[config.mk]
export PLATFORM = sky130hd
export DESIGN_NAME = rotate_validator
export DESIGN_NICKNAME = d
export VERILOG_FILES = /design/src/rtl/rotate_validator.sv
export SDC_FILE = /design/constraint.sdc
export NUM_CORES = 1
export LEC_CHECK = 0
export CAP_MARGIN = 5
export CORE_UTILIZATION = 49
export CTS_BUF_LIST = sky130_fd_sc_hd__clkbuf_4
export DETAILED_ROUTE_END_ITERATION = 8
export PLACE_DENSITY = 0.83
export SETUP_SLACK_MARGIN = 0.3
export SLEW_MARGIN = 20
export SYNTH_ARGS = -nofsm -noshare
export SYNTH_HDL_FRONTEND = slang
export SYNTH_SLANG_ARGS = --single-unit
[constraint.sdc]
create_clock -name clk -period 3.3 [get_ports clk]
set_input_delay 0.66 -clock clk [delete_from_list [all_inputs] [get_ports clk]]
set_output_delay 0.66 -clock clk [all_outputs]
set_load 0.02 [all_outputs]
[src/rtl/rotate_validator.sv]
// rotate_validator: holds the active piece and commits a proposed rotation only when all four
// candidate tiles are inside the playfield and unoccupied on the board RAM.
module rotate_validator #(
    parameter int COLS = 10,
    parameter int ROWS = 20,
    parameter int X_W  = 4,
    parameter int Y_W  = 5
) (
    input  logic             clk,
    input  logic             rst_n,
    input  logic             load,
    input  logic [4*X_W-1:0] load_x,
    input  logic [4*Y_W-1:0] load_y,
    input  logic             start,
    input  logic [4*X_W-1:0] prop_x,
    input  logic [4*Y_W-1:0] prop_y,
    output logic             rd_en,
    output logic [X_W-1:0]   rd_x,
    output logic [Y_W-1:0]   rd_y,
    input  logic             rd_data,
    output logic             busy,
    output logic             done,
    output logic             accepted,
    output logic [4*X_W-1:0] cur_x,
    output logic [4*Y_W-1:0] cur_y
);
    typedef enum logic [1:0] {IDLE, CHECK, LAST} state_t;
    localparam logic [X_W:0] COLS_L = (X_W+1)'(COLS);
    localparam logic [Y_W:0] ROWS_L = (Y_W+1)'(ROWS);
    state_t             state;
    logic [1:0]         idx, nidx;
    logic [4*X_W-1:0]   px;
    logic [4*Y_W-1:0]   py;
    logic               fail, rd_q, hit, pass, n_ok, s_ok;
    logic [X_W-1:0]     nx, sx;
    logic [Y_W-1:0]     ny, sy;

    function automatic logic in_bounds(input logic [X_W-1:0] x, input logic [Y_W-1:0] y);
        return ({1'b0, x} < COLS_L) && ({1'b0, y} < ROWS_L);
    endfunction

    // rd_q remembers whether last cycle issued a read, so rd_data is only trusted for real reads
    always_comb begin
        nidx = idx + 2'd1;
        nx = px[nidx*X_W +: X_W];
        ny = py[nidx*Y_W +: Y_W];
        sx = prop_x[X_W-1:0];
        sy = prop_y[Y_W-1:0];
        n_ok = in_bounds(nx, ny);
        s_ok = in_bounds(sx, sy);
        hit = rd_q && rd_data && (idx != 2'd0);
        pass = !(fail || hit);
    end

    always_ff @(posedge clk or negedge rst_n) begin
        if (!rst_n) begin
            state    <= IDLE;
            idx      <= 2'd0;
            px       <= '0;
            py       <= '0;
            fail     <= 1'b0;
            rd_q     <= 1'b0;
            rd_en    <= 1'b0;
            rd_x     <= '0;
            rd_y     <= '0;
            busy     <= 1'b0;
            done     <= 1'b0;
            accepted <= 1'b0;
            cur_x    <= '0;
            cur_y    <= '0;
        end else begin
            done <= 1'b0;
            rd_q <= rd_en;
            case (state)
                IDLE: begin
                    if (load) begin
                        cur_x <= load_x;
                        cur_y <= load_y;
                    end else if (start) begin
                        px    <= prop_x;
                        py    <= prop_y;
                        idx   <= 2'd0;
                        state <= CHECK;
                        busy  <= 1'b1;
                        rd_en <= s_ok;
                        fail  <= !s_ok;
                        if (s_ok) begin
                            rd_x <= sx;
                            rd_y <= sy;
                        end
                    end
                end
                CHECK: begin
                    if (idx == 2'd3) begin
                        rd_en <= 1'b0;
                        fail  <= !pass;
                        state <= LAST;
                    end else begin
                        idx   <= nidx;
                        rd_en <= n_ok;
                        fail  <= !pass || !n_ok;
                        if (n_ok) begin
                            rd_x <= nx;
                            rd_y <= ny;
                        end
                    end
                end
                LAST: begin
                    state    <= IDLE;
                    busy     <= 1'b0;
                    done     <= 1'b1;
                    accepted <= pass;
                    if (pass) begin
                        cur_x <= px;
                        cur_y <= py;
                    end
                end
                default: state <= IDLE;
            endcase
        end
    end
endmodule

==> results.txt, run 1 <==
The flow ran to the end, and the final reports show no timing, DRC or antenna violations. The tightest hold path in the finished design has a slack of 0.189 ns. The internal power consumption is 3.61 mW. The worst slack at placement is 0.634 ns. The signal on the critical path passes through inv_1 > ha_1 > mux4_1 > o21ai_1 > and2_4 > o22a_4 > mux2_4. The post-CTS setup buffer count came out at 0. Measured against its own limit, the worst slew margin works out to 66.0%.

The post-synthesis register bit count came out at 91. For this run, the detailed router's first-pass iteration total came to 5. The largest single stage delay on the critical path is 0.59 ns. The largest individual stage delay along the critical path comes from the cell sky130_fd_sc_hd__ha_1. The setup TNS came out at 0 ns. Broken down by cell family, the worst path's largest delay share belongs to multiplexers. The via density per instance came out at 5.39.

Together, buffers and inverters on the worst path number 1. The final global-route overflow total is 0. Summing all placed instances gives a cell area of 0.00562 mm^2.

The critical path is of the reg -> reg type. The via count of the first global-routing pass is 3141. The area added between synthesis and finish is 37.0%. The synthesized instance count is 290. The fraction of layout cells with a size suffix above 1 is 35.1%. The total inserted antenna cells came out at 0. The initial core utilization is 51.1%. The Yosys step of the flow raised 0 warnings. The clock arrives with 0.0120 ns of skew.

The clock-pin transition on the worst setup and hold timing paths came out at 0.14 ns. The detailed router placed 2839 vias in this run. The maximum fanout encountered on the critical timing path is 10. The routability congestion estimate is 0.893. The leading cell type in the layout, fill and taps excluded is sky130_fd_sc_hd__clkdlybuf4s50_1.

The floorplan step defined a die boundary enclosing 0.00902 mm^2. The total number of H-tree levels is 3. The switching power share of the total is 35.1%. Counting the fill cells in the layout gives 617. The DRC marker count from the first detailed-route iteration came out at 97.

The data required time of the worst path came out at 3.62 ns. Global routing used 23.6% of the available tracks. For this design the total switching power over the nets is 1.95 mW. The count of final setup violators is 0. TritonCTS built the clock tree. The number of hold violations in the final report is 0. The period utilization came out at 76.8%. The first-pass GRT wire length is 16.0 mm.

After clock tree synthesis, the repair step resized 0 gates. The worst setup path is captured at a flip-flop. The later-pin clock latency in the skew report came out at 0.42 ns. The total non-filler cell area in the finished layout is 0.00580 mm^2.

The data arrival at the endpoint of the critical path is 2.85 ns. Counting along the longest clock path gives a buffer depth of 2. The combinational share of power came out at 49.4%. Buffers placed on the I/O ports in this run total 125. Across the run, the number of max-cap violations was 0. The placeable core area is 0.00830 mm^2. CTS placed an instance of sky130_fd_sc_hd__clkbuf_4 at the clock tree root. Entering global routing, the biggest net connects 55 pins. The mean post-synth cell area came out at 14.6 um^2. After detailed routing, the average wire length per cell comes to 18.6 um. The top cell types in the final layout, fill and taps aside, are 124 x sky130_fd_sc_hd__clkdlybuf4s50_1, 110 x sky130_fd_sc_hd__mux2_2, 91 x sky130_fd_sc_hd__dfrtp_1. The clock net in this run drives a total of 91 sinks.

In this run, flip-flops and latches consume 36.9% of the power. For this design the top-level I/O count stands at 126. The maximum VDD drop came out at 463 uV.

The number of placement rows is 33. The transition time of the tightest slew-check pin is 0.510 ns. The areal power density over the cells came out at 958 mW/mm^2. STA classifies the critical path startpoint as a flip-flop. The number of antenna violations at the first check in global routing came out at 0. The post-synthesis instance area came out at 0.00424 mm^2. The hold buffer count at CTS came out at 0. The wire length after detailed routing came out at 9.82 mm. The class of the most critical hold timing path is in -> async. The final count of pins violating max slew is 0. From left edge to right edge, the die measures 95.0 um. The final net count came out at 496. The total DRC errors in the routed layout came out at 0. Timing would allow up to 395 MHz.

The number of nets with antenna violations after routing is 0. After layout, the minimum clock period comes to 2.53 ns. The reported leakage power is 2.36 nW.

Setup repair after global routing left no endpoint under its margin. The worst-case setup margin in the final layout came out at 0.767 ns. The relative contribution of the clock network to total power came out at 13.7%.

The distinct cell type count of the synthesized netlist came out at 31. The vertical extent of the die is 95.0 um. The net count after synthesis came out at 369. The placed wire-length estimate is 7.18 mm. Of the synthesized area, sequential elements account for 53.7%.

The clock buffer count from CTS came out at 9.
## power by group through the flow
stage | combinational, mW | sequential [mW] | clock, mW
after floorplan | 1.43 | 2.32 | 0
after global placement | 2.68 | 2.05 | 0
after detailed placement | 2.76 | 2.08 | 0
after CTS | 2.77 | 2.05 | 0.786
after global routing | 2.95 | 2.12 | 0.822
final | 2.75 | 2.05 | 0.759
## flip-flops by register name, indices dropped and copies added, names as in the netlist
name      count
py           20
accepted      1
px           16
cur_y        20
done          1
fail          1
cur_x        16
rd_x          4
busy          1
rd_q          1
state         2
idx           2
rd_y          5
rd_en         1
## layout make-up
class	count	area [um^2]	share of cell area, %
repair buffers	131	1310	22.6
well taps	105	131	2.26
clock buffers	11	82.6	1.42
inverters	7	26.3	0.453
clock inverters	5	101	1.75
multi-input cells	177	1870	32.2
flip-flops and latches	91	2280	39.2
## layer usage
| layer | vias up | track usage, % | part of all wire, % |
|---|---|---|---|
| met5 | - | 0 | 0 |
| met4 | 0 | 6.57 | 1.9 |
| met3 | 13 | 5.15 | 3.8 |
| met2 | 72 | 41.2 | 53 |
| met1 | 1445 | 29.4 | 41 |
| li1 | 1309 | - | - |
## cell families after synthesis
group,Yosys count,share of synthesized area (%)
AO/OA/AOI/OAI,18,3.63
flip-flops,91,53.7
buffers and inverters,22,2.57
AND/OR/NAND/NOR,34,3.99
multiplexers,123,35.5
adder cells (fa/ha/maj),2,0.590
## through the flow
step / instances / utilization [%] / power [mW]
4_1_cts: 527 / 69.9 / 5.61
5_1_grt: 527 / 69.9 / 5.89
3_5_place_dp: 511 / 67.7 / 4.84
2_1_floorplan: 290 / - / 3.75
3_3_place_gp: 510 / 67.4 / 4.73
6_report: 527 / 69.9 / 5.56
## synthesized netlist by cell type
| cell | number | area share (%) |
|---|---|---|
| sky130_fd_sc_hd__and2_4 | 1 | 0.21 |
| sky130_fd_sc_hd__mux2_2 | 110 | 29 |
| sky130_fd_sc_hd__mux2_4 | 3 | 1.1 |
| sky130_fd_sc_hd__nand2b_1 | 1 | 0.15 |
| sky130_fd_sc_hd__inv_1 | 7 | 0.62 |
| sky130_fd_sc_hd__o221ai_1 | 1 | 0.21 |
| sky130_fd_sc_hd__mux4_1 | 2 | 1.2 |
| sky130_fd_sc_hd__buf_6 | 2 | 0.53 |
| sky130_fd_sc_hd__a41oi_1 | 1 | 0.21 |
| sky130_fd_sc_hd__o21ai_1 | 2 | 0.24 |
| sky130_fd_sc_hd__nor3_1 | 1 | 0.12 |
| sky130_fd_sc_hd__nor2_1 | 7 | 0.62 |
| sky130_fd_sc_hd__nand2_1 | 14 | 1.2 |
| sky130_fd_sc_hd__a21o_1 | 1 | 0.18 |
| sky130_fd_sc_hd__o22a_4 | 1 | 0.41 |
| sky130_fd_sc_hd__clkbuf_1 | 4 | 0.35 |
| sky130_fd_sc_hd__or2b_1 | 6 | 1.1 |
| sky130_fd_sc_hd__ha_1 | 2 | 0.59 |
| sky130_fd_sc_hd__clkbuf_2 | 1 | 0.12 |
| sky130_fd_sc_hd__o221a_1 | 5 | 1.3 |
| sky130_fd_sc_hd__dfrtp_1 | 91 | 54 |
| sky130_fd_sc_hd__o221a_2 | 1 | 0.27 |
| sky130_fd_sc_hd__o21ai_0 | 4 | 0.47 |
| sky130_fd_sc_hd__o211ai_1 | 1 | 0.18 |
| sky130_fd_sc_hd__and2_1 | 1 | 0.15 |
| sky130_fd_sc_hd__buf_2 | 8 | 0.94 |
| sky130_fd_sc_hd__mux4_2 | 7 | 3.7 |
| sky130_fd_sc_hd__nor2b_1 | 2 | 0.30 |
| sky130_fd_sc_hd__nor4_1 | 1 | 0.15 |
| sky130_fd_sc_hd__mux2i_1 | 1 | 0.24 |
| sky130_fd_sc_hd__a31oi_1 | 1 | 0.15 |
## path summary, 6_finish.rpt
check / from / endpoint / slack (ns) / cells past startpoint
max reg2reg: idx[1] / rd_y[1] / 0.77 / 7
max in group asynchronous: rst_n / py[18] / 2.47 / 2
min: rst_n / cur_x[1] / 0.19 / 1
min reg2reg: rd_en / rd_q / 0.42 / 0
min in group clk: rd_en / rd_q / 0.42 / 0
max: idx[1] / rd_y[1] / 0.77 / 7
No activity file was read; power rests on OpenSTA's default activity.
==> run 2: changes to the inputs <==
CORE_UTILIZATION = 44   (was 49)
PLACE_DENSITY = 0.78   (was 0.83)
clock period = 2.14 ns   (was 3.3 ns; I/O delays follow)
==> run 2 against run 1 <==
- first-iteration DRC count rose by 5.2%
- die area rose by 11%
- sequential power rose by 55%
- worst hold slack improved by 0.24 ns
- total power rose by 57%
- cell area rose by 5.5%
- flip-flop and latch count did not move
- clock-buffer cell count fell by 2
- combinational power rose by 71%
- via count rose by 2.0%
- sequential share of layout area fell by 2.1 points
- utilization fell by 4.0 points
- critical endpoint unchanged
- largest cell class unchanged
- highest routed layer unchanged
==> results.txt, run 2 (same netlist as run 1, synthesis figures left out) <==
The die boundary width is 100 um. The area added between synthesis and finish came out at 44.5%. The tree is rooted in a sky130_fd_sc_hd__clkbuf_4. For this run, the top clock speed supported by timing is 481 MHz. The class of the most critical hold timing path is reg -> reg.

The via count of the first global-routing pass is 3195. After clock tree synthesis, the clock-pin slew on the worst setup and hold paths is 0.14 ns. The tightest hold path in the finished design has a slack of 0.430 ns. The run finished with clean final reports. The total inserted antenna cells came out at 0. The areal power density over the cells came out at 1430 mW/mm^2.

The initial core utilization came out at 45.6%. The multi-input combinational cell area is 0.00199 mm^2. After detailed routing, no signal wire sits above met4. The maximum fanout encountered on the critical timing path is 7. The final global-route overflow total is 0. The number of input and output port buffers inserted is 125. The wire length after detailed routing came out at 10.5 mm. In this run the remaining antenna-violating nets after routing total 0. Setup repair after global routing could not meet its margin everywhere.

The slowest stage of the critical path belongs to the cell sky130_fd_sc_hd__dfrtp_1. The critical path goes through inv_2 > ha_4 > mux4_2 > o21ai_2 > and2_4 > o22a_4 > mux2_4. In the final routed layout, each cell accounts on average for 18.1 um. The max-cap check violation count came out at 0. The total non-filler cell area in the finished layout came out at 0.00612 mm^2. The worst slack at placement is -0.112 ns.

The startpoint type of the worst setup path is a flip-flop. Broken down by cell family, the worst path's largest delay share belongs to multiplexers. The worst-case IR drop observed on VDD is 685 uV. The first-pass GRT wire length is 16.4 mm.

The number of iterations in the first detailed-routing pass came out at 4. The number of top-level pins came out at 126. The placed wire-length estimate came out at 7.61 mm. The placeable core area is 0.00928 mm^2.

The worst slew margin relative to its limit is 60.9%. The detailed router finished its first iteration with 102 violations. The setup skew after layout is 0.0181 ns. In this run, CTS created clock tree buffers numbering 9. The data arrival at the endpoint of the critical path is 2.40 ns.

The number of hold violations in the final report is 0. The combined global-route utilization of all metal layers came out at 21.5%. The total number of H-tree levels came out at 3.

After detailed placement, the design holds a cell count of 552. The worst setup path is of the reg -> reg kind. The layout has 733 filler cells.

In the routed design, unresolved DRC markers number 0. At the worst endpoint, the required time is 2.46 ns. The vertical extent of the die is 100 um. The final net count came out at 522. The library cell used most frequently in the layout, excluding fill and tap cells, is sky130_fd_sc_hd__dfrtp_1. STA classifies the critical path endpoint as a flip-flop. In the layout the commonest cells are 91 x sky130_fd_sc_hd__dfrtp_1, 90 x sky130_fd_sc_hd__mux2_2, 75 x sky130_fd_sc_hd__clkdlybuf4s50_1. The number of antenna violations at the first check in global routing came out at 0. The largest registers in the layout are cur_y x20, py x20. At the pin with the least slew margin, the transition time is 0.586 ns. Across all layers, the routed design uses 2896 vias. The sum of routed wire segments on met1 came out at 4.67 mm. The number of clock sinks seen by CTS came out at 91. The via density per instance is 5.02. The later-pin clock latency in the skew report came out at 0.42 ns.

After layout, the worst setup slack is 0.0628 ns. After detailed routing, the met3 layer carries 341 um of wire. Of the cells placed in the final design, the portion with a size suffix greater than 1 is 40.8%. The final count of pins violating max slew came out at 0. The met2 wire length is 5.19 mm.

The buffer and inverter count on the worst path came out at 1. The maximum count of clock buffers along a single path is 2. The count of cells in the finished layout, fillers not included, comes to 577. The count of final setup violators is 0. The placed instances occupy a cell area of 0.00590 mm^2. The area of the die came out at 0.0100 mm^2. TritonCTS built the clock tree. The reported leakage power came out at 2.65 nW.

After routing, the total negative slack on setup checks comes to 0 ns. The period utilization came out at 97.1%. The routability congestion estimate is 0.840. The critical path's largest stage delay came out at 0.43 ns. The total area of sequential cells came out at 0.00228 mm^2.

The number of placement rows is 35. The pin count of the biggest net entering global routing came out at 46. The final critical-path required period came out at 2.08 ns.
-- run 2: cell types whose count changed in the layout (fill, tap and decap cells not counted), sizes merged --
cell	delta
clkdlybuf4s50	-49
buf	+23
dlygate4sd2	+47
dlygate4sd3	+1
clkinv	+3
dlymetal6s2s	+2
bufinv	-3
inv	+2
-- run 2: report_power, final --
group	leakage, nW	internal [mW]	switching (mW)
registers	1.07	2.58	0.601
logic	1.51	2.66	2.04
clock network	0.0643	0.246	0.599
total	2.65	5.49	3.24
-- run 2: final timing paths --
check / depth (start not counted) / start / slack (ns) / to
max: 7 / idx[0] / 0.06 / rd_y[1]
min: 0 / rd_en / 0.43 / rd_q
max reg2reg: 7 / idx[0] / 0.06 / rd_y[1]
min reg2reg: 0 / rd_en / 0.43 / rd_q
max in group asynchronous: 3 / rst_n / 0.88 / px[14]
min in group asynchronous: 2 / rst_n / 0.52 / cur_y[13]
-- run 2: routing by layer --
layer,vias to the layer above,track usage (%)
met3,16,3.76
met4,0,8.81
met2,69,35.1
met1,1447,28.7
met5,-,0
li1,1364,-
-- run 2: worst register-to-register path: stages (launching register included) --
cell and delay, ns:
sky130_fd_sc_hd__dfrtp_1 0.43, sky130_fd_sc_hd__inv_2 0.06, sky130_fd_sc_hd__ha_4 0.33, sky130_fd_sc_hd__mux4_2 0.37, sky130_fd_sc_hd__o21ai_2 0.15, sky130_fd_sc_hd__and2_4 0.17, sky130_fd_sc_hd__o22a_4 0.18, sky130_fd_sc_hd__mux2_4 0.30
-- run 2: through the flow --
step,total power [mW],util (%)
after floorplan,6.02,-
after global placement,7.78,63.6
after detailed placement,7.90,63.6
after CTS,8.59,64.7
after global routing,9.28,66.0
final,8.73,66.0
-- run 2: repair_timing --
action / 4_1_cts / 5_1_grt
pin swaps: 6 / 3
buffers inserted: 3 / 2
endpoints found under the setup margin: 58 / 25
hold buffers: 1 / 0
hold endpoints to repair: 25 / 0
resized for setup: 52 / 7
gates cloned: 0 / 3
-- run 2: area by class of cell --
| class | count | share of cell area [%] |
|---|---|---|
| well taps | 129 | 2.64 |
| flip-flops and latches | 91 | 37.2 |
| repair buffers | 157 | 25.3 |
| clock inverters | 7 | 0.838 |
| inverters | 7 | 0.429 |
| multi-input cells | 177 | 32.5 |
| clock buffers | 9 | 1.10 |
